--- src/rtl/sseg_pkg.sv ---
`default_nettype none
`timescale 1ns/1ps
// ============================================================================
// Module      : sseg_pkg
// Description : Shared types and segment codes for the seven-segment scanner.
// Revision    : 1.0
// ============================================================================
package sseg_pkg;

    localparam int REFRESH_DIV_DEFAULT = 100000;

    typedef enum logic [1:0] {
        ST_IDLE   = 2'd0,
        ST_CONV   = 2'd1,
        ST_COMMIT = 2'd2
    } state_t;

    // Active-low {dp,g,f,e,d,c,b,a}; dp is off in every code.
    localparam logic [7:0] SEG_0     = 8'hC0;
    localparam logic [7:0] SEG_1     = 8'hF9;
    localparam logic [7:0] SEG_2     = 8'hA4;
    localparam logic [7:0] SEG_3     = 8'hB0;
    localparam logic [7:0] SEG_4     = 8'h99;
    localparam logic [7:0] SEG_5     = 8'h92;
    localparam logic [7:0] SEG_6     = 8'h82;
    localparam logic [7:0] SEG_7     = 8'hF8;
    localparam logic [7:0] SEG_8     = 8'h80;
    localparam logic [7:0] SEG_9     = 8'h90;
    localparam logic [7:0] SEG_MINUS = 8'hBF;
    localparam logic [7:0] SEG_BLANK = 8'hFF;

    function automatic logic [3:0] dd_adj(input logic [3:0] d);
        return (d >= 4'd5) ? d + 4'd3 : d;
    endfunction

endpackage
`default_nettype wire

--- src/rtl/bcd_to_sseg.sv ---
`default_nettype none
`timescale 1ns/1ps
// ============================================================================
// Module      : bcd_to_sseg
// Description : Combinational BCD digit to active-low 7-segment mapping.
// Revision    : 1.0
// ============================================================================
module bcd_to_sseg
    import sseg_pkg::*;
(
    input  logic [3:0] i_code,
    input  logic       i_blank,
    output logic [6:0] o_seg
);

    always_comb begin
        o_seg = SEG_BLANK[6:0];
        if (!i_blank) begin
            case (i_code)
                4'd0:    o_seg = SEG_0[6:0];
                4'd1:    o_seg = SEG_1[6:0];
                4'd2:    o_seg = SEG_2[6:0];
                4'd3:    o_seg = SEG_3[6:0];
                4'd4:    o_seg = SEG_4[6:0];
                4'd5:    o_seg = SEG_5[6:0];
                4'd6:    o_seg = SEG_6[6:0];
                4'd7:    o_seg = SEG_7[6:0];
                4'd8:    o_seg = SEG_8[6:0];
                4'd9:    o_seg = SEG_9[6:0];
                default: o_seg = SEG_BLANK[6:0];
            endcase
        end
    end

endmodule
`default_nettype wire

--- src/rtl/sseg_scan_driver.sv ---
`default_nettype none
`timescale 1ns/1ps
// ============================================================================
// Module      : sseg_scan_driver
// Description : Binary to BCD conversion plus 4-digit multiplexed display scan.
// Revision    : 1.0
// ============================================================================
module sseg_scan_driver
    import sseg_pkg::*;
#(
    parameter int REFRESH_DIV = REFRESH_DIV_DEFAULT
)(
    input  logic       clk,
    input  logic       clr,
    input  logic       en,
    input  logic [7:0] din,
    input  logic       signed_mode,
    input  logic       err,
    input  logic       load,
    output logic       busy,
    output logic [7:0] sseg,
    output logic [3:0] an
);

    localparam int             PW   = $clog2(REFRESH_DIV);
    localparam logic [PW-1:0]  PMAX = PW'(REFRESH_DIV - 1);

    state_t        r_state;
    logic          r_busy;
    logic [3:0]    r_cnt;
    logic [7:0]    r_mag;
    logic [7:0]    r_shift;
    logic          r_sign;
    logic          r_err;
    logic [3:0]    r_h, r_t, r_o;
    logic [3:0]    r_dh, r_dt, r_do;
    logic          r_dsign, r_derr, r_dvalid;
    logic [PW-1:0] r_presc;
    logic [1:0]    r_idx;
    logic [3:0]    r_an;
    logic [7:0]    r_sseg;

    logic          w_neg;
    logic [7:0]    w_mag;
    logic [19:0]   w_dd;
    logic [3:0]    w_code;
    logic          w_blank;
    logic          w_dp;
    logic [6:0]    w_seg7;
    logic [7:0]    w_seg;

    assign w_neg = signed_mode & din[7];
    assign w_mag = w_neg ? (~din + 8'd1) : din;
    assign w_dd  = {dd_adj(r_h), dd_adj(r_t), dd_adj(r_o), r_shift} << 1;

    // The first CONV cycle seeds the shifter; the remaining eight shift-add-3.
    always_ff @(posedge clk or negedge clr) begin
        if (!clr) begin
            r_state  <= ST_IDLE;
            r_busy   <= 1'b0;
            r_cnt    <= 4'd0;
            r_mag    <= 8'd0;
            r_shift  <= 8'd0;
            r_sign   <= 1'b0;
            r_err    <= 1'b0;
            r_h      <= 4'd0;
            r_t      <= 4'd0;
            r_o      <= 4'd0;
            r_dh     <= 4'd0;
            r_dt     <= 4'd0;
            r_do     <= 4'd0;
            r_dsign  <= 1'b0;
            r_derr   <= 1'b0;
            r_dvalid <= 1'b0;
        end else begin
            case (r_state)
                ST_IDLE: begin
                    if (load) begin
                        r_mag   <= w_mag;
                        r_sign  <= w_neg;
                        r_err   <= err;
                        r_cnt   <= 4'd0;
                        r_busy  <= 1'b1;
                        r_state <= ST_CONV;
                    end
                end
                ST_CONV: begin
                    if (r_cnt == 4'd0) begin
                        r_shift <= r_mag;
                        r_h     <= 4'd0;
                        r_t     <= 4'd0;
                        r_o     <= 4'd0;
                        r_cnt   <= 4'd1;
                    end else begin
                        {r_h, r_t, r_o, r_shift} <= w_dd;
                        if (r_cnt == 4'd8) begin
                            r_state <= ST_COMMIT;
                        end else begin
                            r_cnt <= r_cnt + 4'd1;
                        end
                    end
                end
                ST_COMMIT: begin
                    r_dh     <= r_h;
                    r_dt     <= r_t;
                    r_do     <= r_o;
                    r_dsign  <= r_sign;
                    r_derr   <= r_err;
                    r_dvalid <= 1'b1;
                    r_busy   <= 1'b0;
                    r_state  <= ST_IDLE;
                end
                default: begin
                    r_busy  <= 1'b0;
                    r_state <= ST_IDLE;
                end
            endcase
        end
    end

    always_comb begin
        w_code  = r_do;
        w_blank = !r_dvalid;
        w_dp    = 1'b1;
        case (r_idx)
            2'd0: begin
                w_code = r_do;
                w_dp   = ~r_derr;
            end
            2'd1: begin
                w_code  = r_dt;
                w_blank = !r_dvalid || ((r_dh == 4'd0) && (r_dt == 4'd0));
            end
            2'd2: begin
                w_code  = r_dh;
                w_blank = !r_dvalid || (r_dh == 4'd0);
            end
            default: begin
                w_code  = 4'd0;
                w_blank = 1'b1;
            end
        endcase
    end

    bcd_to_sseg u_dec (
        .i_code  (w_code),
        .i_blank (w_blank),
        .o_seg   (w_seg7)
    );

    assign w_seg = (r_idx == 2'd3) ? (r_dsign ? SEG_MINUS : SEG_BLANK)
                                   : {w_dp, w_seg7};

    // an and sseg are both sampled from the same r_idx, so they stay aligned.
    always_ff @(posedge clk or negedge clr) begin
        if (!clr) begin
            r_presc <= '0;
            r_idx   <= 2'd0;
            r_an    <= 4'hF;
            r_sseg  <= SEG_BLANK;
        end else if (en) begin
            if (r_presc == PMAX) begin
                r_presc <= '0;
                r_idx   <= r_idx + 2'd1;
            end else begin
                r_presc <= r_presc + PW'(1);
            end
            r_an   <= ~(4'b0001 << r_idx);
            r_sseg <= w_seg;
        end else begin
            r_an   <= 4'hF;
            r_sseg <= SEG_BLANK;
        end
    end

    assign busy = r_busy;
    assign sseg = r_sseg;
    assign an   = r_an;

endmodule
`default_nettype wire

--- config.mk ---
export PLATFORM = sky130hd
export DESIGN_NAME = sseg_scan_driver
export DESIGN_NICKNAME = d
export VERILOG_FILES = /design/src/rtl/sseg_pkg.sv /design/src/rtl/bcd_to_sseg.sv /design/src/rtl/sseg_scan_driver.sv
export SDC_FILE = /design/constraint.sdc
export NUM_CORES = 1
export LEC_CHECK = 0
export CORE_MARGIN = 2
export CORE_UTILIZATION = 55
export CTS_CLUSTER_DIAMETER = 200
export DETAILED_ROUTE_END_ITERATION = 12
export GPL_TIMING_DRIVEN = 0
export HOLD_SLACK_MARGIN = 0.02
export PLACE_DENSITY = 0.82
export SLEW_MARGIN = 5
export SYNTH_ARGS = -nofsm -noshare
export SYNTH_HDL_FRONTEND = slang
export SYNTH_SLANG_ARGS = --single-unit
--- constraint.sdc ---
create_clock -name clk -period 2.6 [get_ports clk]
set_clock_uncertainty 0.2 [all_clocks]
set_input_delay 0.39 -clock clk [delete_from_list [all_inputs] [get_ports clk]]
set_output_delay 0.39 -clock clk [all_outputs]
set_load 0.05 [all_outputs]
==> results of run 1 <==
cells by family after synthesis:
logic type	count (synthesis)	synth area share
AO/OA/AOI/OAI	80	0.125
XOR/XNOR	23	0.0501
adder cells (fa/ha/maj)	19	0.0591
buffers and inverters	30	0.0283
flip-flops	83	0.520
multiplexers	22	0.0591
AND/OR/NAND/NOR	124	0.158
worst paths after layout:
check / depth (start not counted) / slack, ps / startpoint / endpoint
worst max register to register: 8 / 10 / r_idx[1]$_DFFE_PN0P_ / sseg[4]$_DFF_PN1_
max in group asynchronous: 3 / 1270 / clr / r_dsign$_DFFE_PN0N_
min in group asynchronous: 2 / 340 / clr / r_presc[8]$_DFFE_PN0P_
worst max-delay path: 8 / 10 / r_idx[1]$_DFFE_PN0P_ / sseg[4]$_DFF_PN1_
worst min-delay path: 1 / 280 / r_derr$_DFFE_PN0N_ / sseg[7]$_DFF_PN1_
worst min register to register: 1 / 280 / r_derr$_DFFE_PN0N_ / sseg[7]$_DFF_PN1_
registers in the layout (all words and copies together) (netlist names), 8 cells and up:
| signal | flops |
|---|---|
| sseg | 8 |
| r_shift | 8 |
| r_presc | 17 |
| r_mag | 8 |
cells in the mapped netlist, types with 2 or more instances:
master | number | share of area
a32o_1 | 3 | 0.0075
xor2_1 | 6 | 0.013
nor3_1 | 3 | 0.0037
or3_1 | 3 | 0.0047
a22o_1 | 2 | 0.0044
o22ai_1 | 4 | 0.0062
a21oi_1 | 8 | 0.010
and2_1 | 2 | 0.0031
or2_2 | 3 | 0.0047
ha_1 | 19 | 0.059
mux2_2 | 10 | 0.028
inv_1 | 19 | 0.018
mux2i_1 | 11 | 0.027
clkbuf_1 | 10 | 0.0093
o31ai_1 | 5 | 0.0093
dfrtp_1 | 71 | 0.44
nand4b_1 | 3 | 0.0065
a222oi_1 | 4 | 0.010
nand2_1 | 49 | 0.046
nor4_1 | 3 | 0.0047
nor4bb_1 | 2 | 0.0050
xnor2_1 | 17 | 0.037
and3_1 | 2 | 0.0031
nor2_1 | 18 | 0.017
o221ai_1 | 2 | 0.0044
o32ai_1 | 2 | 0.0044
nand2b_1 | 11 | 0.017
o21ai_0 | 42 | 0.052
nand4_1 | 4 | 0.0062
nor2b_1 | 3 | 0.0047
or4b_2 | 2 | 0.0050
nor3b_1 | 3 | 0.0056
dfstp_2 | 12 | 0.078
nand3_1 | 8 | 0.010
power by group:
group	switching, uW	leakage [uW]	internal (uW)
sequential	249	0.00105	1600
combinational	646	0.000903	485
clock	469	0.0000885	444
total	1360	0.00204	2530
final cells by class:
class / count / area (um2)
buffer: 11 / 42.5
clock buffer: 10 / 128
clock inverter: 6 / 66.3
fill: 558 / 2510
inverter: 19 / 71.3
multi-input combinational: 268 / 1830
sequential: 83 / 2090
tap: 99 / 124
timing repair buffer: 31 / 310
what timing repair did:
| item | 4_1_cts | 5_1_grt |
|---|---|---|
| resized for setup | 0 | 4 |
| endpoints found under the hold margin | 26 | 0 |
| hold buffers | 1 | 0 |
| endpoints found under the setup margin | 7 | 15 |
| pin swaps | 2 | 1 |
| buffers inserted | 3 | 0 |
per-stage QoR:
stage	instance area [um2]	TNS, ps	hold WS (ps)
global route	4660	-63.7	277
global placement	4410	-143150	244
CTS	4650	0	269
detailed placement	4420	-1080	192
finish	4660	0	278
floorplan	4020	0	-106
metal layers:
layer | routed length [um] | GRT usage
met4 | 114 | 0.0678
met3 | 227 | 0.0563
met5 | 0 | 0
met1 | 3430 | 0.259
met2 | 3730 | 0.354
==> impl_metrics.env, run 1 <==
export IMPL_synth_cells=381
export IMPL_fp_dieW_um=89.5
export IMPL_cp_common_cell="ha_1"
export IMPL_fmax_ghz=0.387
export IMPL_ys_warn_count=0
export IMPL_portBuffers=26
export IMPL_crit_type="flip-flop to flip-flop"
export IMPL_worstHoldPathType="flip-flop to flip-flop"
export IMPL_drv_cap=0
export IMPL_final_cell_mix="71 x dfrtp_1, 49 x nand2_1, 42 x o21ai_0"
export IMPL_crit_fanout=5
export IMPL_power_leakage_uw=0.00204
export IMPL_hpwl_um=5400
export IMPL_utilization=0.650
export IMPL_drt_pass1_iterations=4
export IMPL_slowest_stage="a222oi_1"
export IMPL_wl_um=7500
export IMPL_cp_arrival_ps=2680
export IMPL_setup_viol=0
export IMPL_critical_path_top_delay_family="compound AO/OA/AOI/OAI gates"
export IMPL_grt_pass1_wl_um=12800
export IMPL_htree_levels=3
export IMPL_viasPerCell=5.55
export IMPL_antenna_left=0
export IMPL_core_um2=7180
export IMPL_overflow=0
export IMPL_synth_avg_cell_area_um2=10.6
export IMPL_syn2layout_area_growth_pct=16.0
export IMPL_rows=31
export IMPL_fin_cells=527
export IMPL_cts_root_buf="clkbuf_8"
export IMPL_synth_ff_type="dfrtp_1"
export IMPL_io_pins=27
export IMPL_clock_sinks=83
export IMPL_tritoncts="yes"
export IMPL_status="completed"
export IMPL_ir_drop_mv=0.621
export IMPL_grt_antenna_before_repair=0
export IMPL_crit_chain="inv_1 -> ha_1 -> a222oi_1 -> nor2_1 -> ha_1 -> mux2_4 -> a221oi_1 -> or3_1"
export IMPL_rsz0062_at_grt="true"
export IMPL_drive_above_1_share=0.131
export IMPL_fin_nets=456
export IMPL_drt_iter0_drc=129
export IMPL_path_buf_inv=1
export IMPL_slowest_delay_ps=470
export IMPL_postSynth_asyncResetShare=1.00
export IMPL_synth_seq_cells=83
export IMPL_synthesis_area_um2=4020
export IMPL_tightest_slew_ps=632
export IMPL_track_usage=0.208
export IMPL_initial_utilization=0.560
export IMPL_yosysSeqAreaShare=0.520
export IMPL_p_per_area_nw_per_um2=835
export IMPL_wire_per_inst_um=14.2
export IMPL_place_inst=507
export IMPL_end_kind="flip-flop"
export IMPL_dieArea_um2=8010
export IMPL_layout_commonest_cell="dfrtp_1"
export IMPL_cts_max_path_buffers=2
export IMPL_setup_ws_ps=13.2
export IMPL_numCtsBuffers=9
export IMPL_slew_headroom=0.578
export IMPL_cp_data_required_time_ps=2690
export IMPL_gp_congestion=0.818
export IMPL_synth_edf_count=0
export IMPL_die_y_um=89.5
export IMPL_fin_crit_sh=0.995
export IMPL_vias=2927
export IMPL_cp_start_kind="flip-flop"
export IMPL_drc=0
export IMPL_diodes=0
export IMPL_power_uw=3890
export IMPL_synth_fp_nets=414
export IMPL_grt_pass1_vias=2884
export IMPL_clk_latency_ps=350
export IMPL_synth_distinct_cells=49
export IMPL_slew_violations=0
export IMPL_post_place_ws_ps=-176
export IMPL_grt_max_degree=46
export IMPL_fin_crit_ps=2590
export IMPL_cts_clk_slew_worst_paths_ps=80
export IMPL_finalHoldViolations=0
Note: power is estimated with default switching activity, not from simulation.
==> run 2: changes to the inputs <==
--- a/config.mk
+++ b/config.mk
@@ -7,7 +7,6 @@
 export LEC_CHECK = 0
 export CORE_MARGIN = 2
 export CORE_UTILIZATION = 55
-export CTS_CLUSTER_DIAMETER = 200
 export DETAILED_ROUTE_END_ITERATION = 12
 export GPL_TIMING_DRIVEN = 0
 export HOLD_SLACK_MARGIN = 0.02
==> results of run 2 <==
No change in the layout: final DEF, timing and power equal those of run 1.
==> run 3: changes to the inputs <==
--- a/config.mk
+++ b/config.mk
@@ -5,7 +5,7 @@
 export SDC_FILE = /design/constraint.sdc
 export NUM_CORES = 1
 export LEC_CHECK = 0
-export CORE_MARGIN = 2
+export CORE_ASPECT_RATIO = 0.7
 export CORE_UTILIZATION = 55
 export DETAILED_ROUTE_END_ITERATION = 12
 export GPL_TIMING_DRIVEN = 0
==> run 3 against run 2 <==
  * Final cell count fell by 0.76%
  * Maximum frequency rose by 3.3%
  * Clock power fell by 2.7%
  * Highest routed layer unchanged
  * Register-to-register slack improved by 80 ps
  * Die area fell by 4.3%
  * First-iteration DRC count fell by 3.9%
  * Core utilization rose by 2.5 points
  * Design area did not move
  * Sequential share of layout area did not move
  * Non-clock buffer count rose by 1
  * Sequential power barely moved
==> impl_metrics.env, run 3 (synthesis gave the netlist of run 1 again) <==
export IMPL_status="completed"
export IMPL_crit_type="flip-flop to flip-flop"
export IMPL_slowest_delay_ps=420
export IMPL_utilization=0.675
export IMPL_fin_nets=457
export IMPL_power_leakage_uw=0.00204
export IMPL_setup_viol=0
export IMPL_cp_start_kind="flip-flop"
export IMPL_post_place_ws_ps=-174
export IMPL_drt_pass1_iterations=4
export IMPL_whs_ps=267
export IMPL_drc=0
export IMPL_overflow=0
export IMPL_power_switching_uw=1380
export IMPL_diodes=0
export IMPL_syn2layout_area_growth_pct=16.0
export IMPL_clock_sinks=83
export IMPL_reg2reg_slack_ps=100
export IMPL_vias=2973
export IMPL_power_uw=3910
export IMPL_end_kind="flip-flop"
export IMPL_setup_ws_ps=95.8
export IMPL_tritoncts="yes"
export IMPL_p_per_area_nw_per_um2=837
export IMPL_dieArea_um2=7660
export IMPL_grt_pass1_vias=2972
export IMPL_largest_reg_flops=17
export IMPL_wl_um=8100
export IMPL_cts_max_path_buffers=2
export IMPL_ir_drop_mv=0.663
export IMPL_slew_headroom=0.549
export IMPL_clk_latency_ps=360
export IMPL_cts_root_buf="clkbuf_8"
export IMPL_fin_crit_sh=0.963
export IMPL_hpwl_um=5730
export IMPL_grt_antenna_before_repair=0
export IMPL_slew_violations=0
export IMPL_critical_path_top_delay_family="compound AO/OA/AOI/OAI gates"
export IMPL_cp_common_cell="ha_1"
export IMPL_gp_congestion=0.776
export IMPL_htree_levels=3
export IMPL_layout_commonest_cell="dfrtp_1"
export IMPL_pwr_share_seq=0.475
export IMPL_worstHoldPathType="flip-flop to flip-flop"
export IMPL_internal_power_uw=2530
export IMPL_swShare=0.353
export IMPL_cts_clk_slew_worst_paths_ps=80
export IMPL_rows=25
export IMPL_cp_data_required_time_ps=2700
export IMPL_portBuffers=26
export IMPL_grt_max_degree=46
export IMPL_initial_utilization=0.582
export IMPL_finalHoldViolations=0
export IMPL_tightest_slew_ps=677
export IMPL_slowest_stage="a222oi_1"
export IMPL_route_met2_wl_um=3840
export IMPL_crit_fanout=5
export IMPL_wl_met3_um=225
export IMPL_antenna_left=0
export IMPL_fillers=550
export IMPL_crit_chain="inv_1 -> ha_1 -> a222oi_1 -> nor2_1 -> ha_1 -> mux2_4 -> a221oi_2 -> or3_1"
export IMPL_numCtsBuffers=9
export IMPL_combPwrFrac=0.298
export IMPL_wl_met1_um=3930
export IMPL_path_buf_inv=1
export IMPL_largest_register="r_presc"
export IMPL_io_pins=27
export IMPL_fin_crit_ps=2500
export IMPL_fp_dieW_um=104
export IMPL_viasPerCell=5.68
export IMPL_highest_layer="met4"
export IMPL_fmax_ghz=0.399
export IMPL_regArea_um2=2090
export IMPL_final_cell_mix="71 x dfrtp_1, 49 x nand2_1, 42 x o21ai_0"
export IMPL_grt_pass1_wl_um=13800
export IMPL_wire_per_inst_um=15.5
export IMPL_die_y_um=73.5
export IMPL_core_um2=6910
export IMPL_drive_above_1_share=0.133
export IMPL_power_share_clock=0.227
export IMPL_track_usage=0.233
export IMPL_cp_arrival_ps=2600
export IMPL_multi_input_area_um2=1840
export IMPL_drt_iter0_drc=124
export IMPL_drv_cap=0
## run 3: changes by cell type in the layout (fill, tap and decap cells not counted)
cell / change
clkbuf_1: +1
clkinv_4: -1
buf_4: +1
a221oi_1: -1
a221oi_2: +1
clkinvlp_4: -1
clkinv_2: +1
## run 3: worst paths after layout
kind	startpoint	to	cells past startpoint
min in group asynchronous	clr	r_presc[16]$_DFFE_PN0P_	2
hold reg to reg	r_dvalid$_DFFE_PN0N_	r_dvalid$_DFFE_PN0N_	1
setup / recovery	r_idx[1]$_DFFE_PN0P_	sseg[4]$_DFF_PN1_	8
hold / removal	r_dvalid$_DFFE_PN0N_	r_dvalid$_DFFE_PN0N_	1
max in group asynchronous	clr	sseg[1]$_DFF_PN1_	3
setup reg to reg	r_idx[1]$_DFFE_PN0P_	sseg[4]$_DFF_PN1_	8
## run 3: worst reg2reg max path, stage by stage (launching register included)
cell and delay (ps):
dfrtp_1 390, inv_1 100, ha_1 250, a222oi_1 420, nor2_1 140, ha_1 250, mux2_4 280, a221oi_2 270
or3_1 150
## run 3: power by group through the flow
stage,Clock [uW],Combinational [uW],Sequential [uW]
global placement,0,1080,1850
finish,888,1160,1850
CTS,905,1170,1850
global route,941,1320,1890
detailed placement,0,1150,1870
floorplan,0,836,1820
## run 3: area by class of cell
| class | instances | share of cell area |
|---|---|---|
| Buffer | 11 | 0.00912 |
| Clock buffer | 11 | 0.0282 |
| Clock inverter | 5 | 0.0118 |
| Inverter | 19 | 0.0153 |
| Multi-Input combinational cell | 268 | 0.394 |
| Sequential cell | 83 | 0.448 |
| Tap cell | 94 | 0.0252 |
| Timing Repair Buffer | 32 | 0.0681 |
## run 3: through the flow
| step | cells | setup TNS [ps] | area, um2 |
|---|---|---|---|
| 2_1_floorplan | 381 | 0 | 4020 |
| 3_3_place_gp | 501 | -143740 | 4400 |
| 3_5_place_dp | 502 | -1050 | 4420 |
| 4_1_cts | 523 | 0 | 4650 |
| 5_1_grt | 523 | -6.45 | 4660 |
| 6_report | 523 | 0 | 4660 |
## run 3: what timing repair did
item | CTS | global route
endpoints found under the setup margin | 10 | 7
hold buffers | 1 | 0
setup buffers | 4 | 0
resized for setup | 1 | 4
hold endpoints to repair | 28 | 0
pin swaps | 2 | 1
## run 3: routing by layer
layer / global-route usage / vias up
met3: 0.0541 / 11
met1: 0.307 / 1484
met4: 0.0889 / 0
met5: 0 / -
li1: - / 1431
met2: 0.382 / 47
